### src/rtl/muldiv_pkg.sv
// Shared encodings for the multiply/divide sequencer: op codes, FSM states, latched op flags.
package muldiv_pkg;

    // EX op encoding, sampled with start
    localparam logic [1:0] OP_MULT  = 2'b00;
    localparam logic [1:0] OP_MULTU = 2'b01;
    localparam logic [1:0] OP_DIV   = 2'b10;
    localparam logic [1:0] OP_DIVU  = 2'b11;

    // Sequencer states
    localparam logic [1:0] ST_IDLE  = 2'd0;
    localparam logic [1:0] ST_RUN   = 2'd1;
    localparam logic [1:0] ST_FIXUP = 2'd2;
    localparam logic [1:0] ST_DONE  = 2'd3;

    // Per-op flags captured at accept and consumed in FIXUP
    typedef struct packed {
        logic is_div;   // divide (1) or multiply (0)
        logic neg_a;    // rs operand was negative (signed op)
        logic neg_b;    // rt operand was negative (signed op)
        logic div0;     // divide with zero divisor
    } op_flags_t;

endpackage

### src/rtl/muldiv_step.sv
// One iteration of the multiply/divide loop, purely combinational.
//  Multiply: acc += a when b[0]; a <<= 1; b >>= 1 (a holds the shifted multiplicand).
//  Divide:   restoring step; acc[W-1:0] is the partial remainder, a[W-1:0] the dividend
//            shifting out at the top while quotient bits shift in at the bottom, b the divisor.
module muldiv_step
    import muldiv_pkg::*;
#(
    parameter int unsigned WIDTH = 32
) (
    input  logic                 is_div,
    input  logic [2*WIDTH-1:0]   acc_i,
    input  logic [2*WIDTH-1:0]   a_i,
    input  logic [WIDTH-1:0]     b_i,
    output logic [2*WIDTH-1:0]   acc_o,
    output logic [2*WIDTH-1:0]   a_o,
    output logic [WIDTH-1:0]     b_o
);

    logic [WIDTH:0] rem_sh;
    logic [WIDTH:0] diff;

    // Single shift-add or trial-subtract iteration
    always_comb begin
        rem_sh = {acc_i[WIDTH-1:0], a_i[WIDTH-1]};
        diff   = rem_sh - {1'b0, b_i};
        acc_o  = acc_i;
        a_o    = a_i;
        b_o    = b_i;
        if (is_div) begin
            // diff[WIDTH] is the borrow: clear means the divisor fits
            if (!diff[WIDTH]) begin
                acc_o = {{WIDTH{1'b0}}, diff[WIDTH-1:0]};
                a_o   = {{WIDTH{1'b0}}, a_i[WIDTH-2:0], 1'b1};
            end else begin
                acc_o = {{WIDTH{1'b0}}, rem_sh[WIDTH-1:0]};
                a_o   = {{WIDTH{1'b0}}, a_i[WIDTH-2:0], 1'b0};
            end
        end else begin
            if (b_i[0]) begin
                acc_o = acc_i + a_i;
            end
            a_o = {a_i[2*WIDTH-2:0], 1'b0};
            b_o = {1'b0, b_i[WIDTH-1:1]};
        end
    end

endmodule

### src/rtl/muldiv_ctrl.sv
// Iterative MULT/MULTU/DIV/DIVU sequencer owning HI/LO.
// Magnitudes are iterated one bit per cycle, then FIXUP restores signs and writes HI/LO.
// Optional build macro: MULDIV_EARLY_TERM_EN -- multiplies leave RUN as soon as the
// remaining multiplier bits are zero.
module muldiv_ctrl
    import muldiv_pkg::*;
#(
    parameter int unsigned WIDTH = 32,
    parameter int unsigned CNT_W = $clog2(WIDTH) + 1
) (
    input  logic              clk,
    input  logic              rst,
    input  logic              start,
    input  logic [1:0]        op,
    input  logic [WIDTH-1:0]  rs_data,
    input  logic [WIDTH-1:0]  rt_data,
    input  logic              rd_hilo,
    output logic              busy,
    output logic              stall,
    output logic              done,
    output logic [WIDTH-1:0]  hi,
    output logic [WIDTH-1:0]  lo
);

    localparam logic [CNT_W-1:0] LAST_CNT = CNT_W'(WIDTH - 1);

    logic [1:0]           state_q, state_d;
    logic [CNT_W-1:0]     cnt_q, cnt_d;
    logic [2*WIDTH-1:0]   acc_q, acc_d;
    logic [2*WIDTH-1:0]   a_q, a_d;
    logic [WIDTH-1:0]     b_q, b_d;
    op_flags_t            flags_q, flags_d;
    logic [WIDTH-1:0]     hi_q, hi_d;
    logic [WIDTH-1:0]     lo_q, lo_d;
    logic                 busy_q, busy_d;
    logic                 done_q, done_d;

    logic [2*WIDTH-1:0]   step_acc;
    logic [2*WIDTH-1:0]   step_a;
    logic [WIDTH-1:0]     step_b;

    // Accept-time operand conditioning
    logic                 op_signed;
    logic                 in_neg_a;
    logic                 in_neg_b;
    logic [WIDTH-1:0]     mag_a;
    logic [WIDTH-1:0]     mag_b;

    // Fixup results
    logic [2*WIDTH-1:0]   prod_fix;
    logic [WIDTH-1:0]     quot_fix;
    logic [WIDTH-1:0]     rem_fix;

    muldiv_step #(.WIDTH(WIDTH)) u_step (
        .is_div (flags_q.is_div),
        .acc_i  (acc_q),
        .a_i    (a_q),
        .b_i    (b_q),
        .acc_o  (step_acc),
        .a_o    (step_a),
        .b_o    (step_b)
    );

    // Operand magnitudes and sign flags for a newly issued op
    always_comb begin
        op_signed = (op == OP_MULT) || (op == OP_DIV);
        in_neg_a  = op_signed && rs_data[WIDTH-1];
        in_neg_b  = op_signed && rt_data[WIDTH-1];
        mag_a     = in_neg_a ? (~rs_data + WIDTH'(1)) : rs_data;
        mag_b     = in_neg_b ? (~rt_data + WIDTH'(1)) : rt_data;
    end

    // Sign restoration: quotient/product by sign mismatch, remainder follows the dividend
    always_comb begin
        prod_fix = (flags_q.neg_a ^ flags_q.neg_b) ? (~acc_q + (2*WIDTH)'(1)) : acc_q;
        quot_fix = (flags_q.neg_a ^ flags_q.neg_b) ? (~a_q[WIDTH-1:0] + WIDTH'(1))
                                                   : a_q[WIDTH-1:0];
        rem_fix  = flags_q.neg_a ? (~acc_q[WIDTH-1:0] + WIDTH'(1)) : acc_q[WIDTH-1:0];
    end

    // Next-state, counter and datapath update
    always_comb begin
        state_d = state_q;
        cnt_d   = cnt_q;
        acc_d   = acc_q;
        a_d     = a_q;
        b_d     = b_q;
        flags_d = flags_q;
        hi_d    = hi_q;
        lo_d    = lo_q;

        case (state_q)
            ST_IDLE, ST_DONE: begin
                if (start) begin
                    state_d        = ST_RUN;
                    cnt_d          = '0;
                    acc_d          = '0;
                    a_d            = {{WIDTH{1'b0}}, mag_a};
                    b_d            = mag_b;
                    flags_d.is_div = op[1];
                    flags_d.neg_a  = in_neg_a;
                    flags_d.neg_b  = in_neg_b;
                    flags_d.div0   = op[1] && (rt_data == '0);
                end else if (state_q == ST_DONE) begin
                    state_d = ST_IDLE;
                end
            end
            ST_RUN: begin
                acc_d = step_acc;
                a_d   = step_a;
                b_d   = step_b;
                if (cnt_q == LAST_CNT) begin
                    state_d = ST_FIXUP;
                end else begin
                    cnt_d = cnt_q + CNT_W'(1);
`ifdef MULDIV_EARLY_TERM_EN
                    // Product is already complete once no multiplier bits remain
                    if (!flags_q.is_div && (step_b == '0)) begin
                        state_d = ST_FIXUP;
                    end
`endif
                end
            end
            ST_FIXUP: begin
                state_d = ST_DONE;
                if (flags_q.is_div) begin
                    lo_d = flags_q.div0 ? '1 : quot_fix;
                    hi_d = rem_fix;
                end else begin
                    {hi_d, lo_d} = prod_fix;
                end
            end
            default: begin
                state_d = ST_IDLE;
            end
        endcase

        busy_d = (state_d != ST_IDLE);
        done_d = (state_d == ST_DONE);
    end

    // State register
    always_ff @(posedge clk) begin
        if (rst) begin
            state_q <= ST_IDLE;
        end else begin
            state_q <= state_d;
        end
    end

    // Datapath, HI/LO and status registers
    always_ff @(posedge clk) begin
        if (rst) begin
            cnt_q   <= '0;
            acc_q   <= '0;
            a_q     <= '0;
            b_q     <= '0;
            flags_q <= '0;
            hi_q    <= '0;
            lo_q    <= '0;
            busy_q  <= 1'b0;
            done_q  <= 1'b0;
        end else begin
            cnt_q   <= cnt_d;
            acc_q   <= acc_d;
            a_q     <= a_d;
            b_q     <= b_d;
            flags_q <= flags_d;
            hi_q    <= hi_d;
            lo_q    <= lo_d;
            busy_q  <= busy_d;
            done_q  <= done_d;
        end
    end

    assign busy  = busy_q;
    assign done  = done_q;
    assign hi    = hi_q;
    assign lo    = lo_q;
    assign stall = (start | rd_hilo) & busy_q & ~done_q;

endmodule

### config.mk
export PLATFORM = sky130hd
export DESIGN_NAME = muldiv_ctrl
export DESIGN_NICKNAME = d
export VERILOG_FILES = /design/src/rtl/muldiv_pkg.sv /design/src/rtl/muldiv_step.sv /design/src/rtl/muldiv_ctrl.sv
export SDC_FILE = /design/constraint.sdc
export NUM_CORES = 1
export LEC_CHECK = 0
export ABC_AREA = 1
export CORE_MARGIN = 2
export CORE_UTILIZATION = 35
export CTS_BUF_LIST = sky130_fd_sc_hd__clkbuf_16
export CTS_CLUSTER_DIAMETER = 120
export CTS_CLUSTER_SIZE = 40
export DETAILED_ROUTE_END_ITERATION = 7
export PLACE_DENSITY = 0.6
export REMOVE_ABC_BUFFERS = 1
export SLEW_MARGIN = 20
export SYNTH_ARGS = -nofsm -noshare
export SYNTH_HDL_FRONTEND = slang
export SYNTH_SLANG_ARGS = --single-unit
### constraint.sdc
create_clock -name clk -period 2.2 [get_ports clk]
set_input_delay 0.33 -clock clk [delete_from_list [all_inputs] [get_ports clk]]
set_output_delay 0.33 -clock clk [all_outputs]
set_load 0.03 [all_outputs]
Yosys cells after proc, flatten, opt, wreduce, memory -nomap -nowiden. Cells that the tools add are included.

Register bits after elaboration: 238. Input bits: 70. Word-level logic and storage cells: 83. Output and inout port bits: 67.

Multiplexer cells: 27. Bitwise operators: 10. Add/subtract/negate cells: 8. Reductions and logical operators: 15. Eq/ne operators: 10.

Operators by type and width (count): 64-bit 2-to-1 mux (6); 32-bit 2-to-1 mux (10); 64-bit case mux with 2 select lines (2); 32-bit by 1-bit adder with 32-bit output (second input constant) (4); 32-bit inverter (4); 64-bit by 1-bit adder with 64-bit output (second input constant) (1); 64-bit adder (1); 64-bit inverter (1); 32-bit case mux with 2 select lines (1); 33-bit by 32-bit subtractor with 33-bit output (1); 32-bit zero test (1); 6-bit 2-to-1 mux (2); 6-bit case mux with 2 select lines (1); 3-bit AND reduction (3); 2-bit == test (second input constant) (4); 6-bit by 1-bit adder with 6-bit output (second input constant) (1); 6-bit by 5-bit == test with 1-bit output (second input constant) (1); 2-bit 2-to-1 mux (3); 2-bit inequality test (second input constant) (3); 2-bit case mux with 3 select lines (1); 2-bit zero test (2); 2-bit AND reduction (2); 2-bit nonzero test (2); 1-bit logical AND (3); 9 further kinds (10).

Depth between registers and ports, before layout.
Word-level depth: 6. Mapped depth: 20. Gate-level depth less buffers: 19.

Cells and area by module. From an unflattened synthesis, not the netlist that was laid out.

Cell total of the unflattened synthesis: 4983. Area, all modules: 26713.1 um2.

By module, submodules not included: muldiv_ctrl (cells each 2608, sequential area each 4764.6 um2, area each 15581.2 um2, times used 1); muldiv_step (cells each 2375, sequential area each 0.0 um2, area each 11131.9 um2, times used 1).

Worst setup path before layout. Ideal clock, no wire load.

Path type: register -> register. Start point: reg a_q[31]. End point: reg acc_q[29]. Data arrival time: 2.160 ns. Buffers on the path: 1. Library setup time: 0.132 ns. Clock period less this slack: 2.292 ns. Stages on the path, launching flop included: 21. Slack: -0.092 ns. Data required time: 2.068 ns. Cell sequence: dfxtp_1 -> inv_1 -> ha_1 -> fa_1 -> inv_1 -> nand2_1 -> nand2_1 -> nand3_1 -> nand2_2 -> nand2_2 -> nand2_2 -> nand2_2 -> nand2_2 -> nand2_2 -> nand2_4 -> buf_6 -> nand2_1 -> nand2_1 -> nand2_1 -> nand2_1 -> a21oi_2.

Longest elaborated chain between the ends: 4.

Ends and longest elaborated chain: start: declaration (line muldiv_ctrl.sv:30) `logic [2*WIDTH-1:0] a_q, a_d;`; start signal: assignment (line muldiv_ctrl.sv:156) `a_q <= '0;`; start signal: assignment (line muldiv_ctrl.sv:166) `a_q <= a_d;`; 33-bit by 32-bit subtractor with 33-bit output (line muldiv_step.sv:25) `diff = rem_sh - {1'b0, b_i};`; 32-bit 2-to-1 mux (line muldiv_step.sv:31) `if (!diff[WIDTH]) begin`; 64-bit 2-to-1 mux (line muldiv_step.sv:29) `if (is_div) begin`; 64-bit case mux with 2 select lines (line muldiv_ctrl.sv:92) `case (state_q)`; end signal: assignment (line muldiv_ctrl.sv:155) `acc_q <= '0;`; end signal: assignment (line muldiv_ctrl.sv:165) `acc_q <= acc_d;`; end: declaration (line muldiv_ctrl.sv:29) `logic [2*WIDTH-1:0] acc_q, acc_d;`.

Every way passes these cells. A chain may end at the register's enable or synchronous reset.

Worst setup path in the final report.
Start point: reg acc_q[1]. End point: reg lo_q[24], in the netlist lo[24].

Longest elaborated chain between the ends: 4.

Ends and longest elaborated chain: 64-bit inverter (line muldiv_ctrl.sv:75) `prod_fix = (flags_q.neg_a ^ flags_q.neg_b) ? (~acc_q + (2*WIDTH)'(1)) : acc_q;`; 64-bit by 1-bit adder with 64-bit output (line muldiv_ctrl.sv:75); 64-bit 2-to-1 mux (line muldiv_ctrl.sv:75); 32-bit 2-to-1 mux (line muldiv_ctrl.sv:126) `if (flags_q.is_div) begin`; end signal: assignment (line muldiv_ctrl.sv:170) `lo_q <= lo_d;`; end: declaration (line muldiv_ctrl.sv:34) `logic [WIDTH-1:0] lo_q, lo_d;`.

Every way passes these cells.

==> impl_metrics.toml <==
[run_status]
outcome = "finished, violations left"
violations = "negative setup slack"

[yosys]
synth_edf_count = 0
synth_cells = 4106
ys_ff_latch = 238
synth_flop_cell = "dfxtp_1"
syn-cell-area_um2 = 23200
yosysSeqAreaShare_pct = 20.6
syn_area_per_cell_um2 = 5.65
synth_warnings = 0
synth_cell_type_count = 51
async_flop_share_pct = 0

[pwr]
power_density_nw_per_um2 = 561
power.leakage_nw = 16.2
peakVddDrop_mv = 0.593

[cts]
clock-root-buffer = "clkbuf_16"
clock_latency_ns = 0.56
path_clk_slew_ns = 0.13
cts_tree = "built"
clk_path_buf_depth = 3
cts_htree_levels = 1
cts_inserted_buffers = 14
cts.sinks = 238
cts_hold_buf = 0

[sta]
fin_skew_ns = 0.0391
fin_crit_sh_pct = 112
fin_crit_ns = 2.47
clock.fmax_mhz = 405
tns_ns = -8.72
hold_slack_ns = 0.0340
timing.slew.headroom_pct = 45.5
worst-slew-pin-transition_ns = 0.817
setup_violations = 92
setup_ws_ns = -0.270
rsz0062_at_grt = "yes"
final_hold_viol_count = 0
drv_slew = 0

[worst_setup_path]
regToRegStartpoint = "acc_q[1]$_SDFFE_PP0P_"
critPathRequiredTime_ns = 2.70
critPathLaunchType = "flop"
ff2ff_setup_slack_ns = -0.27
arrival_ns = 2.97
crit_path_max_fanout = 4
critical_path_class = "reg -> reg"
rr_worst_depth = 14
reg2reg_to = "lo[24]$_SDFFE_PP0P_"
crit_path_end_kind = "flop"

[drt]
dr_total_vias = 29900
drcViolationCount = 0
finalWirelength_um = 107000
top_layer = "met5"
wire_per_inst_um = 18.8
drt-pass1-iter-count = 5
routed_via_density = 5.26
drtIter0Drc = 3277
ant_nets = 0
drt-met1-wl_um = 48200
wl_met2_um = 46100
routed-wl-met3_um = 9000

[global_route]
grt_max_degree = 88
grt_overflow = 0
antenna_found_initial = 3
grt_pass1_vias = 27100
track_usage_pct = 29.9
grt_pass1_wl_um = 159000

[placed_design]
hpwl_um = 83300
io_buffers = 136
gp_congestion = 1.01

[floorplanning]
dieArea_um2 = 68300
die_w_um = 261
io_pins = 137
num_rows = 94
initial_utilization_pct = 35.3
core_um2 = 65600
die_h_um = 261

[flow_run]
cap_violations = 0

[cells_and_area]
areaGrowthSynthToFinish_pct = 51.6
nets = 4986
antenna_cells = 0
n_fill_cell = 6586
drive_gt1_share_pct = 30.9

[min_path]
holdPathStages = 2
hold_start = "rst"
min_delay_worst_endpoint = "flags_q[3]$_SDFFE_PP0P_"
holdCritPathClass = "in -> reg"
[metrics by stage]
step           area [um^2]  instances  setup slack (ns)  power [W]  utilization, %
2_1_floorplan        22500       3950             -6.23    0.00962               -
3_3_place_gp         30200       5587            -0.336     0.0140            46.0
3_5_place_dp         30200       5587            -0.355     0.0140            46.0
4_1_cts              32400       5635            -0.186     0.0183            49.4
5_1_grt              35100       5683            -0.368     0.0208            53.5
6_report             35100       5683            -0.270     0.0197            53.5
[worst max-delay path by stage]
stage | from | endpoint | slack [ns] | cells after the start
after floorplan | state_q[1]$_SDFF_PP0_ | acc_q[47]$_SDFFE_PP0P_ | -6.23 | 11
after global placement | a_q[31]$_SDFFE_PP0P_ | acc_q[29]$_SDFFE_PP0P_ | -0.34 | 20
after detailed placement | a_q[31]$_SDFFE_PP0P_ | acc_q[22]$_SDFFE_PP0P_ | -0.35 | 18
after CTS | a_q[31]$_SDFFE_PP0P_ | acc_q[23]$_SDFFE_PP0P_ | -0.19 | 19
after global routing | a_q[31]$_SDFFE_PP0P_ | acc_q[31]$_SDFFE_PP0P_ | -0.37 | 20
final | acc_q[1]$_SDFFE_PP0P_ | lo[24]$_SDFFE_PP0P_ | -0.27 | 14
[Yosys cell counts (43+ instances only)]
cell type | n | area share (%)
nor2_1 | 360 | 5.8
nand4_1 | 43 | 1.2
inv_1 | 560 | 9.1
o21ai_0 | 270 | 5.8
ha_1 | 103 | 5.6
a21oi_1 | 416 | 9.0
dfxtp_1 | 238 | 21
nand2_1 | 1247 | 20
o211ai_1 | 43 | 1.4
nand3_1 | 326 | 7.0
xor2_1 | 67 | 2.5
clkbuf_1 | 89 | 1.4
[sequential cells by signal, summed over array words and instances (netlist names)]
name and cells:
lo 32, cnt_q 6, state_q 2, busy 1
acc_q 64, flags_q 4, a_q 64, b_q 32
hi 32, done 1
[critical path: stages (launching register included)]
cell and delay (ns):
dfxtp_4 0.38, buf_6 0.13, inv_8 0.06, ha_4 0.14, nand2_4 0.06, nor2_4 0.19, nand2_4 0.12, nor2_8 0.13
nand2_4 0.08, nor2_4 0.16, xor2_2 0.17, nand2_1 0.08, o211ai_1 0.32, nand3_2 0.22, a21oi_2 0.16
[logic make-up (layout without fill, tap and decap cells)]
| group | Yosys count | in the layout | synth area share (%) |
|---|---|---|---|
| XOR/XNOR | 87 | 87 | 3.29 |
| adder cells (fa/ha/maj) | 105 | 105 | 5.73 |
| AND/OR/NAND/NOR | 2113 | 2114 | 38.4 |
| AO/OA/AOI/OAI | 833 | 833 | 19.6 |
| flip-flops | 238 | 238 | 20.6 |
| buffers and inverters | 730 | 1442 | 12.4 |
[power by group]
part	internal [W]	switching [W]
clock network	0.00151	0.00197
logic	0.00487	0.00654
registers	0.00455	0.000273
total	0.0109	0.00878
[what timing repair did]
| item | CTS | global route |
|---|---|---|
| pin swaps | 97 | 198 |
| buffers inserted | 23 | 52 |
| endpoints found under the setup margin | 112 | 123 |
| cloned | 3 | 0 |
| gates resized for setup | 379 | 575 |
[cells in the final DEF, fill, tap and decap left out, types with 22 or more instances in the layout]
cell type and instances:
a21oi_1 350, a21oi_2 80, buf_12 39, buf_4 615
buf_6 48, clkdlybuf4s50_1 135, dfxtp_1 199, ha_1 34
ha_4 62, inv_1 520, inv_2 38, nand2_1 1049
nand2_2 152, nand2_4 64, nand3_1 233, nand3_2 79
nand3b_1 22, nand4_1 43, nor2_1 261, nor2_2 65
nor2_4 56, nor3_1 28, o211ai_1 43, o21ai_0 221
o21ai_1 42, xor2_1 52
[layer usage]
| layer | vias up | global-route usage, % |
|---|---|---|
| li1 | 14700 | - |
| met1 | 13900 | 43.5 |
| met2 | 1158 | 46.2 |
| met3 | 180 | 4.01 |
| met4 | 4 | 7.92 |
| met5 | - | 0 |
[area by class of cell]
type | count | area (um^2) | area share, %
multi-input combinational | 3139 | 19000 | 54.1
timing repair buffer | 844 | 7430 | 21.2
sequential | 238 | 4870 | 13.8
inverter | 574 | 2190 | 6.23
tap | 864 | 1080 | 3.08
clock buffer | 15 | 375 | 1.07
clock inverter | 9 | 169 | 0.481
(Power assumes the default switching activity.)
